File: src/rtl/exec_system_seq_pkg.sv
// Shared exec-stage types: privilege levels, trap causes,
// mstatus bit positions and SYSTEM decode constants.
package exec_system_seq_pkg;

    typedef enum logic [1:0] {
        PRIV_U = 2'b00,
        PRIV_S = 2'b01,
        PRIV_M = 2'b11
    } priv_levels_e;

    typedef enum logic [3:0] {
        CAUSE_ILLEGAL    = 4'd2,
        CAUSE_BREAKPOINT = 4'd3,
        CAUSE_ECALL_U    = 4'd8,
        CAUSE_ECALL_S    = 4'd9,
        CAUSE_ECALL_M    = 4'd11
    } trap_causes_e;

    localparam int MS_SIE    = 1;
    localparam int MS_MIE    = 3;
    localparam int MS_SPIE   = 5;
    localparam int MS_MPIE   = 7;
    localparam int MS_SPP    = 8;
    localparam int MS_MPP_LO = 11;
    localparam int MS_MPP_HI = 12;
    localparam int MS_MPRV   = 17;
    localparam int MS_TVM    = 20;
    localparam int MS_TW     = 21;
    localparam int MS_TSR    = 22;

    localparam logic [6:0] F7_PRIV   = 7'b0000000;
    localparam logic [6:0] F7_MRET   = 7'b0011000;
    localparam logic [6:0] F7_SYS    = 7'b0001000;
    localparam logic [6:0] F7_SFENCE = 7'b0001001;

    localparam logic [4:0] RS2_ECALL  = 5'd0;
    localparam logic [4:0] RS2_EBREAK = 5'd1;
    localparam logic [4:0] RS2_XRET   = 5'd2;
    localparam logic [4:0] RS2_WFI    = 5'd5;

    typedef enum logic [1:0] {
        ST_IDLE,
        ST_WFI_WAIT,
        ST_RESP
    } sys_state_e;

endpackage

File: src/rtl/exec_system_seq_wfi_ctr.sv
// WFI timeout counter: counts enabled cycles up to
// LIMIT and holds there, flagging expiry.
module exec_system_wfi_ctr
    import exec_system_seq_pkg::*;
#(
    parameter int LIMIT = 16,
    localparam int W = $clog2(LIMIT + 1)
) (
    input  logic clk,
    input  logic rst_n,
    input  logic clr,
    input  logic en,
    output logic expired
);

    localparam logic [W-1:0] LIM = W'(LIMIT);

    logic [W-1:0] cnt;

    // Saturating up-counter, cleared outside WFI_WAIT
    always_ff @(posedge clk or negedge rst_n) begin
        if (!rst_n) begin
            cnt <= '0;
        end else if (clr) begin
            cnt <= '0;
        end else if (en && (cnt != LIM)) begin
            cnt <= cnt + 1'b1;
        end
    end

    assign expired = (cnt == LIM);

endmodule

File: src/rtl/exec_system_seq.sv
// SYSTEM (funct3==0) executor: ECALL/EBREAK/xRET/
// SFENCE.VMA/WFI with valid/ready and registered result.
module exec_system_seq
    import exec_system_seq_pkg::*;
#(
    parameter int XLEN         = 64,
    parameter int HAS_SMODE    = 1,
    parameter int WFI_STALL    = 1,
    parameter int WFI_TW_LIMIT = 16
) (
    input  logic            clk,
    input  logic            rst_n,
    input  logic            flush,
    input  logic            in_valid,
    output logic            in_ready,
    input  logic [4:0]      rd,
    input  logic [4:0]      rs1,
    input  logic [4:0]      rs2,
    input  logic [2:0]      funct3,
    input  logic [6:0]      funct7,
    input  logic [1:0]      privilege_mode,
    input  logic [XLEN-1:0] mstatus,
    input  logic [XLEN-1:0] mepc,
    input  logic [XLEN-1:0] sepc,
    input  logic            irq_pending,
    output logic            out_valid,
    input  logic            out_ready,
    output logic            out_exception,
    output logic [3:0]      out_trap_cause,
    output logic            out_is_xret,
    output logic [XLEN-1:0] out_result,
    output logic            out_update_mstatus,
    output logic [XLEN-1:0] out_new_mstatus,
    output logic [1:0]      out_new_priv,
    output logic            out_sfence
);

    sys_state_e state, state_nxt;

    logic accept, wfi_tw, ctr_clr, ctr_en, ctr_expired;
    logic base_ok, is_sfence, d_ill, d_wfi;
    logic d_exc, d_xret, d_upd, d_sfence;
    logic [3:0] d_cause;
    logic [1:0] d_priv, mpp;
    logic [XLEN-1:0] d_result, d_ms;

    assign in_ready  = (state == ST_IDLE);
    assign accept    = in_valid & in_ready & ~flush;
    assign ctr_clr   = flush | (state != ST_WFI_WAIT);
    assign ctr_en    = (state == ST_WFI_WAIT) & wfi_tw;
    assign is_sfence = (funct7 == F7_SFENCE);
    assign mpp       = mstatus[MS_MPP_HI:MS_MPP_LO];
    assign base_ok   = (funct3 == 3'd0) && (rd == 5'd0)
                    && (is_sfence || (rs1 == 5'd0));

    exec_system_wfi_ctr #(
        .LIMIT(WFI_TW_LIMIT)
    ) u_wfi_ctr (
        .clk    (clk),
        .rst_n  (rst_n),
        .clr    (ctr_clr),
        .en     (ctr_en),
        .expired(ctr_expired)
    );

    // Decode the offered instruction into its retire result
    always_comb begin
        d_ill    = 1'b0;
        d_wfi    = 1'b0;
        d_exc    = 1'b0;
        d_cause  = 4'd0;
        d_xret   = 1'b0;
        d_result = '0;
        d_upd    = 1'b0;
        d_ms     = '0;
        d_priv   = 2'b00;
        d_sfence = 1'b0;
        if (!base_ok) begin
            d_ill = 1'b1;
        end else begin
            unique case (1'b1)
                (funct7 == F7_PRIV) && (rs2 == RS2_ECALL): begin
                    d_exc = 1'b1;
                    unique case (privilege_mode)
                        PRIV_U:  d_cause = CAUSE_ECALL_U;
                        PRIV_S:  d_cause = CAUSE_ECALL_S;
                        default: d_cause = CAUSE_ECALL_M;
                    endcase
                end
                (funct7 == F7_PRIV) && (rs2 == RS2_EBREAK): begin
                    d_exc   = 1'b1;
                    d_cause = CAUSE_BREAKPOINT;
                end
                (funct7 == F7_MRET) && (rs2 == RS2_XRET): begin
                    if (privilege_mode != PRIV_M) begin
                        d_ill = 1'b1;
                    end else begin
                        d_xret   = 1'b1;
                        d_upd    = 1'b1;
                        d_result = mepc;
                        d_priv   = mpp;
                        d_ms     = mstatus;
                        d_ms[MS_MIE]  = mstatus[MS_MPIE];
                        d_ms[MS_MPIE] = 1'b1;
                        d_ms[MS_MPP_HI:MS_MPP_LO] = PRIV_U;
                        if (mpp != PRIV_M) d_ms[MS_MPRV] = 1'b0;
                    end
                end
                (funct7 == F7_SYS) && (rs2 == RS2_XRET): begin
                    if ((HAS_SMODE == 0) || (privilege_mode == PRIV_U)
                        || ((privilege_mode == PRIV_S) && mstatus[MS_TSR])) begin
                        d_ill = 1'b1;
                    end else begin
                        d_xret   = 1'b1;
                        d_upd    = 1'b1;
                        d_result = sepc;
                        d_priv   = mstatus[MS_SPP] ? PRIV_S : PRIV_U;
                        d_ms     = mstatus;
                        d_ms[MS_SPP]  = 1'b0;
                        d_ms[MS_SIE]  = mstatus[MS_SPIE];
                        d_ms[MS_SPIE] = 1'b1;
                        d_ms[MS_MPRV] = 1'b0;
                    end
                end
                is_sfence: begin
                    if ((HAS_SMODE == 0) || (privilege_mode == PRIV_U)
                        || ((privilege_mode == PRIV_S) && mstatus[MS_TVM])) begin
                        d_ill = 1'b1;
                    end else begin
                        d_sfence = 1'b1;
                    end
                end
                (funct7 == F7_SYS) && (rs2 == RS2_WFI): begin
                    d_wfi = !irq_pending && (WFI_STALL != 0);
                end
                default: d_ill = 1'b1;
            endcase
        end
        if (d_ill) begin
            d_exc    = 1'b1;
            d_cause  = CAUSE_ILLEGAL;
            d_xret   = 1'b0;
            d_result = '0;
            d_upd    = 1'b0;
            d_ms     = '0;
            d_priv   = 2'b00;
            d_sfence = 1'b0;
            d_wfi    = 1'b0;
        end
    end

    // State register
    always_ff @(posedge clk or negedge rst_n) begin
        if (!rst_n) state <= ST_IDLE;
        else        state <= state_nxt;
    end

    // Next state; a flush always lands in IDLE
    always_comb begin
        state_nxt = state;
        unique case (state)
            ST_IDLE:     if (accept) state_nxt = d_wfi ? ST_WFI_WAIT : ST_RESP;
            ST_WFI_WAIT: if (irq_pending || ctr_expired) state_nxt = ST_RESP;
            ST_RESP:     if (out_ready) state_nxt = ST_IDLE;
            default:     state_nxt = ST_IDLE;
        endcase
        if (flush) state_nxt = ST_IDLE;
    end

    // Result registers; held until handshake, zeroed on leave
    always_ff @(posedge clk or negedge rst_n) begin
        if (!rst_n) begin
            wfi_tw             <= 1'b0;
            out_valid          <= 1'b0;
            out_exception      <= 1'b0;
            out_trap_cause     <= 4'd0;
            out_is_xret        <= 1'b0;
            out_result         <= '0;
            out_update_mstatus <= 1'b0;
            out_new_mstatus    <= '0;
            out_new_priv       <= 2'b00;
            out_sfence         <= 1'b0;
        end else if (flush || ((state == ST_RESP) && out_ready)) begin
            wfi_tw             <= 1'b0;
            out_valid          <= 1'b0;
            out_exception      <= 1'b0;
            out_trap_cause     <= 4'd0;
            out_is_xret        <= 1'b0;
            out_result         <= '0;
            out_update_mstatus <= 1'b0;
            out_new_mstatus    <= '0;
            out_new_priv       <= 2'b00;
            out_sfence         <= 1'b0;
        end else if (accept) begin
            wfi_tw <= (privilege_mode != PRIV_M) && mstatus[MS_TW];
            if (!d_wfi) begin
                out_valid          <= 1'b1;
                out_exception      <= d_exc;
                out_trap_cause     <= d_cause;
                out_is_xret        <= d_xret;
                out_result         <= d_result;
                out_update_mstatus <= d_upd;
                out_new_mstatus    <= d_ms;
                out_new_priv       <= d_priv;
                out_sfence         <= d_sfence;
            end
        end else if (state == ST_WFI_WAIT) begin
            if (irq_pending) begin
                out_valid <= 1'b1;
            end else if (ctr_expired) begin
                out_valid      <= 1'b1;
                out_exception  <= 1'b1;
                out_trap_cause <= CAUSE_ILLEGAL;
            end
        end
    end

endmodule
File: config.mk
export PLATFORM = sky130hd
export DESIGN_NAME = exec_system_seq
export DESIGN_NICKNAME = d
export VERILOG_FILES = /design/src/rtl/exec_system_seq_pkg.sv /design/src/rtl/exec_system_seq_wfi_ctr.sv /design/src/rtl/exec_system_seq.sv
export SDC_FILE = /design/constraint.sdc
export NUM_CORES = 1
export LEC_CHECK = 0
export ABC_AREA = 1
export BUFFER_PORTS_ARGS = -buffer_cell sky130_fd_sc_hd__buf_4
export CORE_MARGIN = 8
export CORE_UTILIZATION = 40
export DETAILED_ROUTE_END_ITERATION = 7
export MAX_ROUTING_LAYER = met4
export PLACE_DENSITY_LB_ADDON = 0.1
export SLEW_MARGIN = 20
export SYNTH_ARGS = -nofsm -noshare
export SYNTH_HDL_FRONTEND = slang
export SYNTH_HIERARCHICAL = 1
export SYNTH_SLANG_ARGS = --single-unit
File: constraint.sdc
create_clock -name clk -period 1.55 [get_ports clk]
set_input_delay 0.155 -clock clk [delete_from_list [all_inputs] [get_ports clk]]
set_output_delay 0.155 -clock clk [all_outputs]
set_load 0.01 [all_outputs]
==> impl_metrics.env <==
export IMPL_syn_area_um2=8788
export IMPL_syn_inst=1206
export IMPL_fin_cells=1875
export IMPL_cts_tree="built"
export IMPL_r2r_cells=9
export IMPL_holdWs_ns=0.05276
export IMPL_synth_enable_flop_cells=0
export IMPL_grt_pass1_vias=9817
export IMPL_core_area_um2=21690
export IMPL_start_util_pct=40.52
export IMPL_ys_types=34
export IMPL_r2r_start="state[0]$_DFFE_PN0P_"
export IMPL_htreeDepth=4
export IMPL_ir_drop_mv=0.6371
export IMPL_die_area_um2=26970
export IMPL_fin_area_um2=13340
export IMPL_rsz0062_at_grt="true"
export IMPL_critPathLaunchType="flop"
export IMPL_cp_arrival_ns=1.86
export IMPL_crit_type="flop to flop"
export IMPL_worstHoldStart="mstatus[21]"
export IMPL_overflow=0
export IMPL_crit_start="state[0]$_DFFE_PN0P_"
export IMPL_setup_viol=2
export IMPL_hold_class="input pin to flop"
export IMPL_drv_cap=0
export IMPL_placed_cells_incl_taps=1825
export IMPL_met2_usage_pct=39.00
export IMPL_ys_seq_area_share_pct=41.29
export IMPL_violations="negative setup slack"
export IMPL_hold_path_depth=3
export IMPL_worstPathRequired_ns=1.86
export IMPL_tns_ns=-0.005604
export IMPL_pre_cts_slack_ns=-0.2822
export IMPL_r2r_slack_ns=-0.003
export IMPL_cts_reportedPaths_clkPinSlew_ns=0.06
export IMPL_nets=1809
export IMPL_die_w_um=164.2
export IMPL_place_gp_congestion=0.8782
export IMPL_finalPower_mw=9.826
export IMPL_synth_top_area_share_pct=41.29
export IMPL_synthFlopType="dfrtp_1"
export IMPL_wirelength_um=33870
export IMPL_ant_nets=0
export IMPL_fill_cells=2022
export IMPL_async_flop_share_pct=100.0
export IMPL_final_hold_viol_count=0
export IMPL_max_freq_ghz=0.6438
export IMPL_mostFrequentLayoutCells="431 x buf_4, 388 x nand3_1, 153 x inv_1, 145 x dfrtp_1, 129 x a21oi_1"
export IMPL_ctsRootBufferMaster="clkbuf_16"
export IMPL_routedWlPerCell_um=18.06
export IMPL_grt_max_degree=73
export IMPL_yosys_warnings=6
export IMPL_drc=0
export IMPL_final_common_cell="buf_4"
export IMPL_ios=365
export IMPL_finalCriticalPeriod_ns=1.553
export IMPL_status="finished, violations left"
export IMPL_synth_area_top_cells="dfrtp_1 41%, nand3_1 23%, a21oi_1 7.5%"
export IMPL_antenna_found_initial=0
export IMPL_io_buffers=363
export IMPL_top_usage_layer="met2"
export IMPL_num_rows=54
export IMPL_drt_iter0_drc=886
export IMPL_die_y_um=164.2
export IMPL_grt_usage_pct=24.76
export IMPL_synth_top_area_cell="dfrtp_1"
export IMPL_n_antenna_cell=0
export IMPL_leakage_nw=5.648
export IMPL_met3_usage_pct=5.188
export IMPL_fin_skew_ns=0.009948
export IMPL_power_density_nw_per_um2=736.7
export IMPL_grt_util_met1_pct=31.03
export IMPL_min_period_over_period_pct=100.2
export IMPL_placedInstanceArea_um2=12240
export IMPL_cts_buffers=17
export IMPL_dr_pass1_iters=5
export IMPL_syn_to_final_growth_pct=51.77
export IMPL_fin_util_pct=61.50
export IMPL_drive_above_1_share_pct=35.11
export IMPL_cts_buffer_depth=2
export IMPL_worst_skew_pair_late_latency_ns=0.42
export IMPL_setup_ws_ns=-0.003274
export IMPL_synth_net_count=1433
export IMPL_syn_avg_cell_area_um2=7.287
export IMPL_via_per_inst=5.378
export IMPL_slew_viol_final=0
export IMPL_cts_num_sinks=145
export IMPL_reg2reg_to="out_result[27]$_DFFE_PN0P_"
export IMPL_via_count=10080
export IMPL_endpoint_kind="flop"
export IMPL_min_to="wfi_tw$_DFFE_PN0P_"
export IMPL_synth_seq_cells=145
export IMPL_grt_pass1_wl_um=52230
export IMPL_path_max_fanout=16
export IMPL_dp_hpwl_um=24120
registers in the layout (all words and copies together), names as in the netlist:
register and flops:
out_exception 1, out_new_mstatus 64, out_new_priv 2, out_result 64, out_sfence 1, out_trap_cause 3, out_update_mstatus 1, out_valid 1
state 2, u_wfi_ctr/cnt 5, wfi_tw 1
layout make-up:
| cell class | count | area [um^2] | area share, % |
|---|---|---|---|
| clock buffers | 20 | 446.7 | 3.349 |
| clock inverters | 12 | 180.2 | 1.351 |
| inverters | 166 | 641.9 | 4.812 |
| multi-input cells | 784 | 4113 | 30.83 |
| flip-flops and latches | 145 | 3628 | 27.20 |
| well taps | 280 | 350.3 | 2.627 |
| repair buffers | 468 | 3978 | 29.82 |
synth_stat cells, types with 2 or more instances:
cell,number
ha_1,2
nor2_4,2
nand2_1,45
clkbuf_1,40
inv_1,160
nand3_1,399
dfrtp_1,145
a21oi_1,132
buf_4,12
nand2_2,2
o21ai_2,3
nand2_4,2
nor3_1,3
inv_2,5
nor2_1,33
nor4_1,2
buf_6,8
o21ai_1,119
o21ai_0,16
nor2_2,4
buf_2,50
nand4_1,10
kinds of logic after synthesis:
logic type / Yosys count / synth area share (%)
buffers and inverters: 277 / 13.90
AND/OR/NAND/NOR: 505 / 28.42
XOR/XNOR: 1 / 0.09968
other: 1 / 0.04267
adder cells (fa/ha/maj): 2 / 0.2847
flip-flops: 145 / 41.29
AO/OA/AOI/OAI: 275 / 15.97
worst max-delay path: stages (launching register included):
cell,delay (ns)
dfrtp_1,0.34
inv_1,0.06
buf_4,0.13
a31oi_4,0.18
buf_12,0.15
o21ai_4,0.07
buf_12,0.16
clkbuf_16,0.18
nand3_1,0.09
o21ai_1,0.07
metal layers:
layer  up-vias  share of wire (%)
met4         0                3.0
met5         -                  0
met1      4708                 42
li1       4843                  -
met3        61                8.3
met2       471                 47
how the worst max path moves through the flow:
stage,to,cells after the start
floorplan,out_valid$_DFFE_PN0P_,9
global placement,out_result[9]$_DFFE_PN0P_,11
detailed placement,out_result[9]$_DFFE_PN0P_,11
CTS,out_new_mstatus[8]$_DFFE_PN0P_,8
global route,out_new_mstatus[11]$_DFFE_PN0P_,9
finish,out_result[27]$_DFFE_PN0P_,9
power by group:
part	internal (mW)	switching [mW]	total, mW
registers	3.81	0.0214	3.83
logic	0.720	0.833	1.55
clock network	2.75	1.69	4.44
timing repair:
item / CTS / global route
gates cloned: 3 / 3
hold buffers: 1 / 0
buffers inserted: 5 / 6
pin swaps: 2 / 7
endpoints found under the setup margin: 136 / 134
gates resized for setup: 14 / 52
hold endpoints to repair: 126 / 0
Note: power is estimated with default switching activity, not from simulation.
